## src/rtl/dispense_pulse_driver.sv

```systemverilog
// Turns single-cycle dispense requests into timed actuator pulses.
// Each pulse has a fixed on-time followed by a guard gap; extra requests wait in a saturating queue.
module dispense_pulse_driver #(
  parameter int ON_CYCLES   = 10_000_000,
  parameter int OFF_CYCLES  = 5_000_000,
  parameter int MAX_PENDING = 7,
  localparam int PW = $clog2(MAX_PENDING + 1)
) (
  input  logic          clk,
  input  logic          reset,
  input  logic          req,
  input  logic          abort,
  output logic          drive,
  output logic          busy,
  output logic          done,
  output logic [PW-1:0] pending,
  output logic          overflow
);

  localparam int MAXC = (ON_CYCLES > OFF_CYCLES) ? ON_CYCLES : OFF_CYCLES;
  localparam int CW   = (MAXC > 1) ? $clog2(MAXC) : 1;

  localparam logic [CW-1:0] ON_LOAD  = CW'(ON_CYCLES - 1);
  localparam logic [CW-1:0] OFF_LOAD = CW'(OFF_CYCLES - 1);
  localparam logic [PW-1:0] PEND_MAX = PW'(MAX_PENDING);

  typedef enum logic [1:0] {
    IDLE,
    ON,
    GUARD
  } state_t;

  state_t        state_q, state_d;
  logic [CW-1:0] cnt_q, cnt_d;
  logic [PW-1:0] pend_d;
  logic          done_d;
  logic          ovf_d;
  logic          queue_req;
  logic          last;

  always_ff @(posedge clk) begin
    if (reset) begin
      state_q  <= IDLE;
      cnt_q    <= '0;
      drive    <= 1'b0;
      done     <= 1'b0;
      overflow <= 1'b0;
      pending  <= '0;
    end else begin
      state_q  <= state_d;
      cnt_q    <= cnt_d;
      drive    <= (state_d == ON);
      done     <= done_d;
      overflow <= ovf_d;
      pending  <= pend_d;
    end
  end

  // A request that does not start a pulse this cycle is queued (or dropped when full).
  always_comb begin
    state_d   = state_q;
    cnt_d     = cnt_q;
    pend_d    = pending;
    done_d    = 1'b0;
    ovf_d     = 1'b0;
    queue_req = 1'b0;
    last      = (cnt_q == '0);

    case (state_q)
      IDLE: begin
        if (req && !abort) begin
          state_d = ON;
          cnt_d   = ON_LOAD;
        end
      end
      ON: begin
        if (abort) begin
          state_d = GUARD;
          cnt_d   = OFF_LOAD;
          pend_d  = '0;
        end else begin
          queue_req = req;
          if (last) begin
            state_d = GUARD;
            cnt_d   = OFF_LOAD;
            done_d  = 1'b1;
          end else begin
            cnt_d = cnt_q - CW'(1);
          end
        end
      end
      GUARD: begin
        if (abort) begin
          pend_d = '0;
          if (last) state_d = IDLE;
          else      cnt_d   = cnt_q - CW'(1);
        end else if (last) begin
          if (pending != '0) begin
            // A same-cycle request refills the slot just taken, so the count holds.
            state_d = ON;
            cnt_d   = ON_LOAD;
            if (!req) pend_d = pending - PW'(1);
          end else if (req) begin
            state_d = ON;
            cnt_d   = ON_LOAD;
          end else begin
            state_d = IDLE;
          end
        end else begin
          queue_req = req;
          cnt_d     = cnt_q - CW'(1);
        end
      end
      default: begin
        state_d = IDLE;
        cnt_d   = '0;
      end
    endcase

    if (queue_req) begin
      if (pending == PEND_MAX) ovf_d  = 1'b1;
      else                     pend_d = pending + PW'(1);
    end
  end

  assign busy = (state_q != IDLE) || (pending != '0);

endmodule

```

## config.mk

```make
export PLATFORM = sky130hd
export DESIGN_NAME = dispense_pulse_driver
export DESIGN_NICKNAME = d
export VERILOG_FILES = /design/src/rtl/dispense_pulse_driver.sv
export SDC_FILE = /design/constraint.sdc
export NUM_CORES = 1
export LEC_CHECK = 0
export ABC_AREA = 0
export CAP_MARGIN = 20
export CORE_UTILIZATION = 60
export CTS_CLUSTER_SIZE = 30
export DETAILED_ROUTE_END_ITERATION = 10
export DONT_BUFFER_PORTS = 1
export GPL_TIMING_DRIVEN = 0
export PLACE_DENSITY = 0.76
export SLEW_MARGIN = 10
export SYNTH_ARGS = -nofsm -noshare
export SYNTH_HDL_FRONTEND = slang
export SYNTH_SLANG_ARGS = --single-unit
```

## constraint.sdc

```tcl
create_clock -name clk -period 6.92 [get_ports clk]
set_input_delay 1.73 -clock clk [delete_from_list [all_inputs] [get_ports clk]]
set_output_delay 1.73 -clock clk [all_outputs]
set_load 0.02 [all_outputs]
```

# Yosys cells after proc, flatten, opt, wreduce, memory -nomap -nowiden
# Index checks and enable logic that the tools add are counted.
classes:
  addsub: 3
  n_mul: 0
  div: 0
  n_lt_le_gt_ge: 0
  n_eq_ne: 7
  shifts: 0
  n_mux: 32
  n_bitwise: 2
  reduce_logical: 10
op_table:
  columns: ["cell", "count"]
  rows:
  - ["two-way mux 24 bit", 8]
  - ["one-hot mux 24 bit (3 select lines)", 1]
  - ["zero test 24 bit", 1]
  - ["subtractor 24 x 1 -> 24 bit (second input constant)", 1]
  - ["two-way mux 3 bit", 7]
  - ["two-way mux 2 bit", 6]
  - ["two-way mux 1 bit", 7]
  - ["one-hot mux 2 bit (3 select lines)", 1]
  - ["one-hot mux 3 bit (2 select lines)", 1]
  - ["equality test 2 x 1 -> 1 bit (second input constant)", 2]
  - ["!= test 4 bit (second input constant)", 1]
  - ["adder 3 x 1 -> 3 bit (second input constant)", 1]
  - ["equality test 3 bit (second input constant)", 1]
  - ["!= test 3 bit (second input constant)", 1]
  - ["AND reduction 3 bit", 1]
  - ["nonzero test 3 bit", 1]
  - ["OR reduction 3 bit", 1]
  - ["subtractor 3 x 1 -> 3 bit (second input constant)", 1]
  - ["equality test 2 bit (second input constant)", 1]
  - ["zero test 2 bit", 1]
  - ["!= test 2 bit (second input constant)", 1]
  - ["NOT 1 bit", 2]
  - ["one-hot mux 1 bit (2 select lines)", 1]
  - ["nonzero test 2 bit", 1]
  - ["4 further kinds", 4]
totals:
  register_bits: 32
  latch_bits: 0
  mem_bits_rw: 0
  romBits: 0
  in_bits: 4
  output_inout_bits: 7
  wordCells: 60
  n_memories: 0

# Logic depth before layout (Yosys ltp)
depth:
  depth_word: 8
  depth_mapped: 9

# Worst setup path before layout
# Ideal clock, no wire load.
synth_path:
  path_type: "input -> register"
  startpoint: "input reset"
  endpoint: "register cnt_q[20]"
  setup_ps: 71
  arrival_time_ps: 3382
  slack_ps: 3467
  path_stages: 9
  n_path_buf: 3
  cell_sequence: "clkbuf_1 or2_2 clkbuf_1 a21oi_1 o31a_1 clkbuf_1 o311ai_0 nand2_1 o2bb2ai_1"
synth_lines:
  columns: ["item", "line", "text"]
  rows:
  - ["from (decl)", "10", "input logic reset,"]
  - ["to (signal assigned)", "51", "cnt_q <= cnt_d;"]
  - ["to (decl)", "34", "logic [CW-1:0] cnt_q, cnt_d;"]

==> key figures <==
Detailed routing
  • Avg Vias per Cell: 6.69
  • Detail Route Antenna Nets: 0
  • Routed wl met2: 2520 um
  • Number of DRC markers in iteration 0: 156
  • Wire length per cell: 16.9 um
  • Routed metal-1 wirelength: 2310 um
  • Top Metal Used: met4
  • Vias: 2146
  • WL met3: 489 um
  • Routed WL: 5410 um
  • DRC viols: 0
  • First-pass DRT Iterations: 5

Worst setup path
  • Worst path cell trace: clkbuf_1 -> or2_2 -> clkbuf_1 -> a21oi_1 -> o31a_1 -> clkbuf_1 -> o311ai_0 -> nand2_1 -> o2bb2ai_1
  • Critical path buffer and inverter count: 3
  • Critical path's slowest cell: clkbuf_1
  • Worst Setup SP: reset
  • Reg2reg path depth: 8
  • CP Capture Point: cnt_q[20]
  • Top delay family on crit path: compound AO/OA/AOI/OAI gates
  • Worst setup SP type: primary input
  • CP max stage delay: 420 ps
  • R2R setup slack: 3790 ps
  • CP max FO: 10
  • Critical path depth in cells: 9
  • Critical R2R Capture: cnt_q[15]
  • CP most frequent cell: clkbuf_1
  • CP required: 7190 ps
  • Crit Path Class: primary input to flip-flop
  • Worst EP arrival: 3920 ps
  • RR Startpoint: cnt_q[16]
  • Crit path capture type: flip-flop

Status
  • Status: finished, final reports clean

Layout
  • Area growth from synthesis to layout: 5.54%
  • Fraction of layout instances using a drive strength above 1: 0.0686
  • Number of diodes: 0
  • Layout Nets: 289

Synthesis
  • Sequential-to-total area share from yosys stat: 0.312
  • Mapped Nets: 282
  • Top FF cell, synth: dfxtp_1
  • Count leader, synth: dfxtp_1
  • Library cells used by synthesis: 51
  • YS warnings: 0
  • Synth async-reset ratio: 0
  • Mean area per synthesized cell: 7.64 um2
  • Top cell type by total area after synthesis: dfxtp_1
  • Top area cells in the synthesized netlist: dfxtp_1 31%, o21ai_0 7.1%, ha_1 5.5%, nor2_1 4.9%, nand2_1 4.0%
  • Mapped cell area: 2050 um2
  • Number of synthesized register bits: 32
  • Post-synth EDFFs: 0
  • Mapped Cells: 269
  • Commonest cells in the netlist: 32 x dfxtp_1, 29 x o21ai_0, 27 x nor2_1
  • Post-synth top area share: 0.312

STA
  • Slew HR: 0.404
  • Period minus WS final: 3650 ps
  • Fmax: 274 MHz
  • Slew Viols, Final: 0
  • Period utilisation layout: 0.528
  • Measured slew at the worst slew-check pin: 887 ps
  • TNS Setup: 0 ps
  • # setup viols final: 0
  • Final Skew: 12.0 ps
  • RSZ-0062 raised after global routing: false
  • Fin. Hold Viols: 0

Clock tree
  • Post-cts sizing count: 0
  • Root Buffer: clkbuf_4
  • Post-CTS Repair Setup Buffers: 0
  • Clk_lat worst skew: 340 ps
  • Longest Clk Path Bufs: 2
  • H-tree level count: 2
  • CTS tree: yes
  • Hold-fix buffers, CTS: 0
  • Clock tree sinks: 32
  • Clock transition at the registers of the reported paths: 100 ps
  • Cts bufs inserted: 5

GRT
  • Vias in the first global route: 1890
  • Number of antenna violations at the first check in global routing: 0
  • Largest net degree at the start of global routing: 11
  • First-pass GRT wire length: 8630 um
  • Global route overflow: 0
  • Tot GR Track Use: 0.322

Floorplan
  • Initial Utilization: 0.652
  • Core Rows: 20
  • IO Count: 11
  • Die height: 60.5 um
  • Die area: 3660 um2
  • Die width: 60.5 um
  • Core region area: 3150 um2

Placement
  • Routability congestion estimate: 0.962
  • IO Port Bufs: 0
  • Post-DP HPWL: 3910 um

Power and ir drop
  • Peak VDD IR: 0.133 mV
  • LEAKAGE: 0.836 nW
  • Total power: 0.520 mW
  • Pwr dens: 240 nW/um2

Worst hold path
  • Min-Delay Startpoint: cnt_q[22]
  • Hold Path Class: flip-flop to flip-flop

Flow run
  • Max_cap viols: 0
[sequential cells by signal, indices dropped and copies added (netlist names)]
name and flops:
cnt_q 24, pending 3, state_q 2, done 1, drive 1, overflow 1
[how the worst min path moves through the flow]
stage	endpoint	slack, ps	depth (start not counted)
floorplan	cnt_q[22]	420	1
global placement	cnt_q[22]	440	1
detailed placement	cnt_q[22]	450	1
CTS	cnt_q[22]	470	1
global route	cnt_q[22]	490	1
finish	cnt_q[22]	460	1
[cells in the final DEF, fill, tap and decap left out, drive strengths merged, types with 6 or more instances in the layout]
cell type,count
dfxtp,32
o21ai,30
nor2,27
nand2,22
clkbuf,18
nor3,15
inv,14
a21oi,13
ha,9
o2bb2ai,7
or3,6
a22o,6
or2,6
[worst register-to-register path, cell delays in order (launching register included)]
cell	delay (ps)
dfxtp_1	370
or4_1	520
buf_2	170
or4_4	530
buf_6	150
or2_1	240
o21ai_0	580
nor2_1	180
a211o_1	290
[cell families after synthesis]
group,share of synthesized area
buffers and inverters,0.0566
multiplexers,0.00548
flip-flops,0.312
adder cells (fa/ha/maj),0.0548
XOR/XNOR,0.00853
AND/OR/NAND/NOR,0.260
AO/OA/AOI/OAI,0.303
[per-stage QoR]
step / hold WS [ps] / util / setup WS (ps) / instances / instance area, um2
floorplan: 424 / - / 3470 / 269 / 2050
global placement: 444 / 0.669 / 2930 / 313 / 2110
detailed placement: 446 / 0.669 / 2920 / 313 / 2110
CTS: 468 / 0.688 / 3290 / 321 / 2170
global route: 489 / 0.688 / 3080 / 321 / 2170
finish: 461 / 0.688 / 3270 / 321 / 2170
[layer usage]
layer,global-route usage,vias to the layer above
li1,-,1021
met1,0.412,993
met2,0.498,121
met3,0.0832,11
met4,0.169,0
met5,0,-
[where the power goes]
part | total [mW] | internal [mW] | switching, mW
clock | 0.113 | 0.0501 | 0.0632
sequential | 0.221 | 0.202 | 0.0188
combinational | 0.186 | 0.0696 | 0.116
total | 0.520 | 0.322 | 0.198
[area by class of cell]
type                       count  area (um2)
buffer                        14        63.8
inverter                      14        52.6
fill                         284         985
tap                           44        55.1
multi-input combinational    209        1300
sequential                    32         641
clock buffer                   8        58.8
Note: power is estimated with default switching activity, not from simulation.
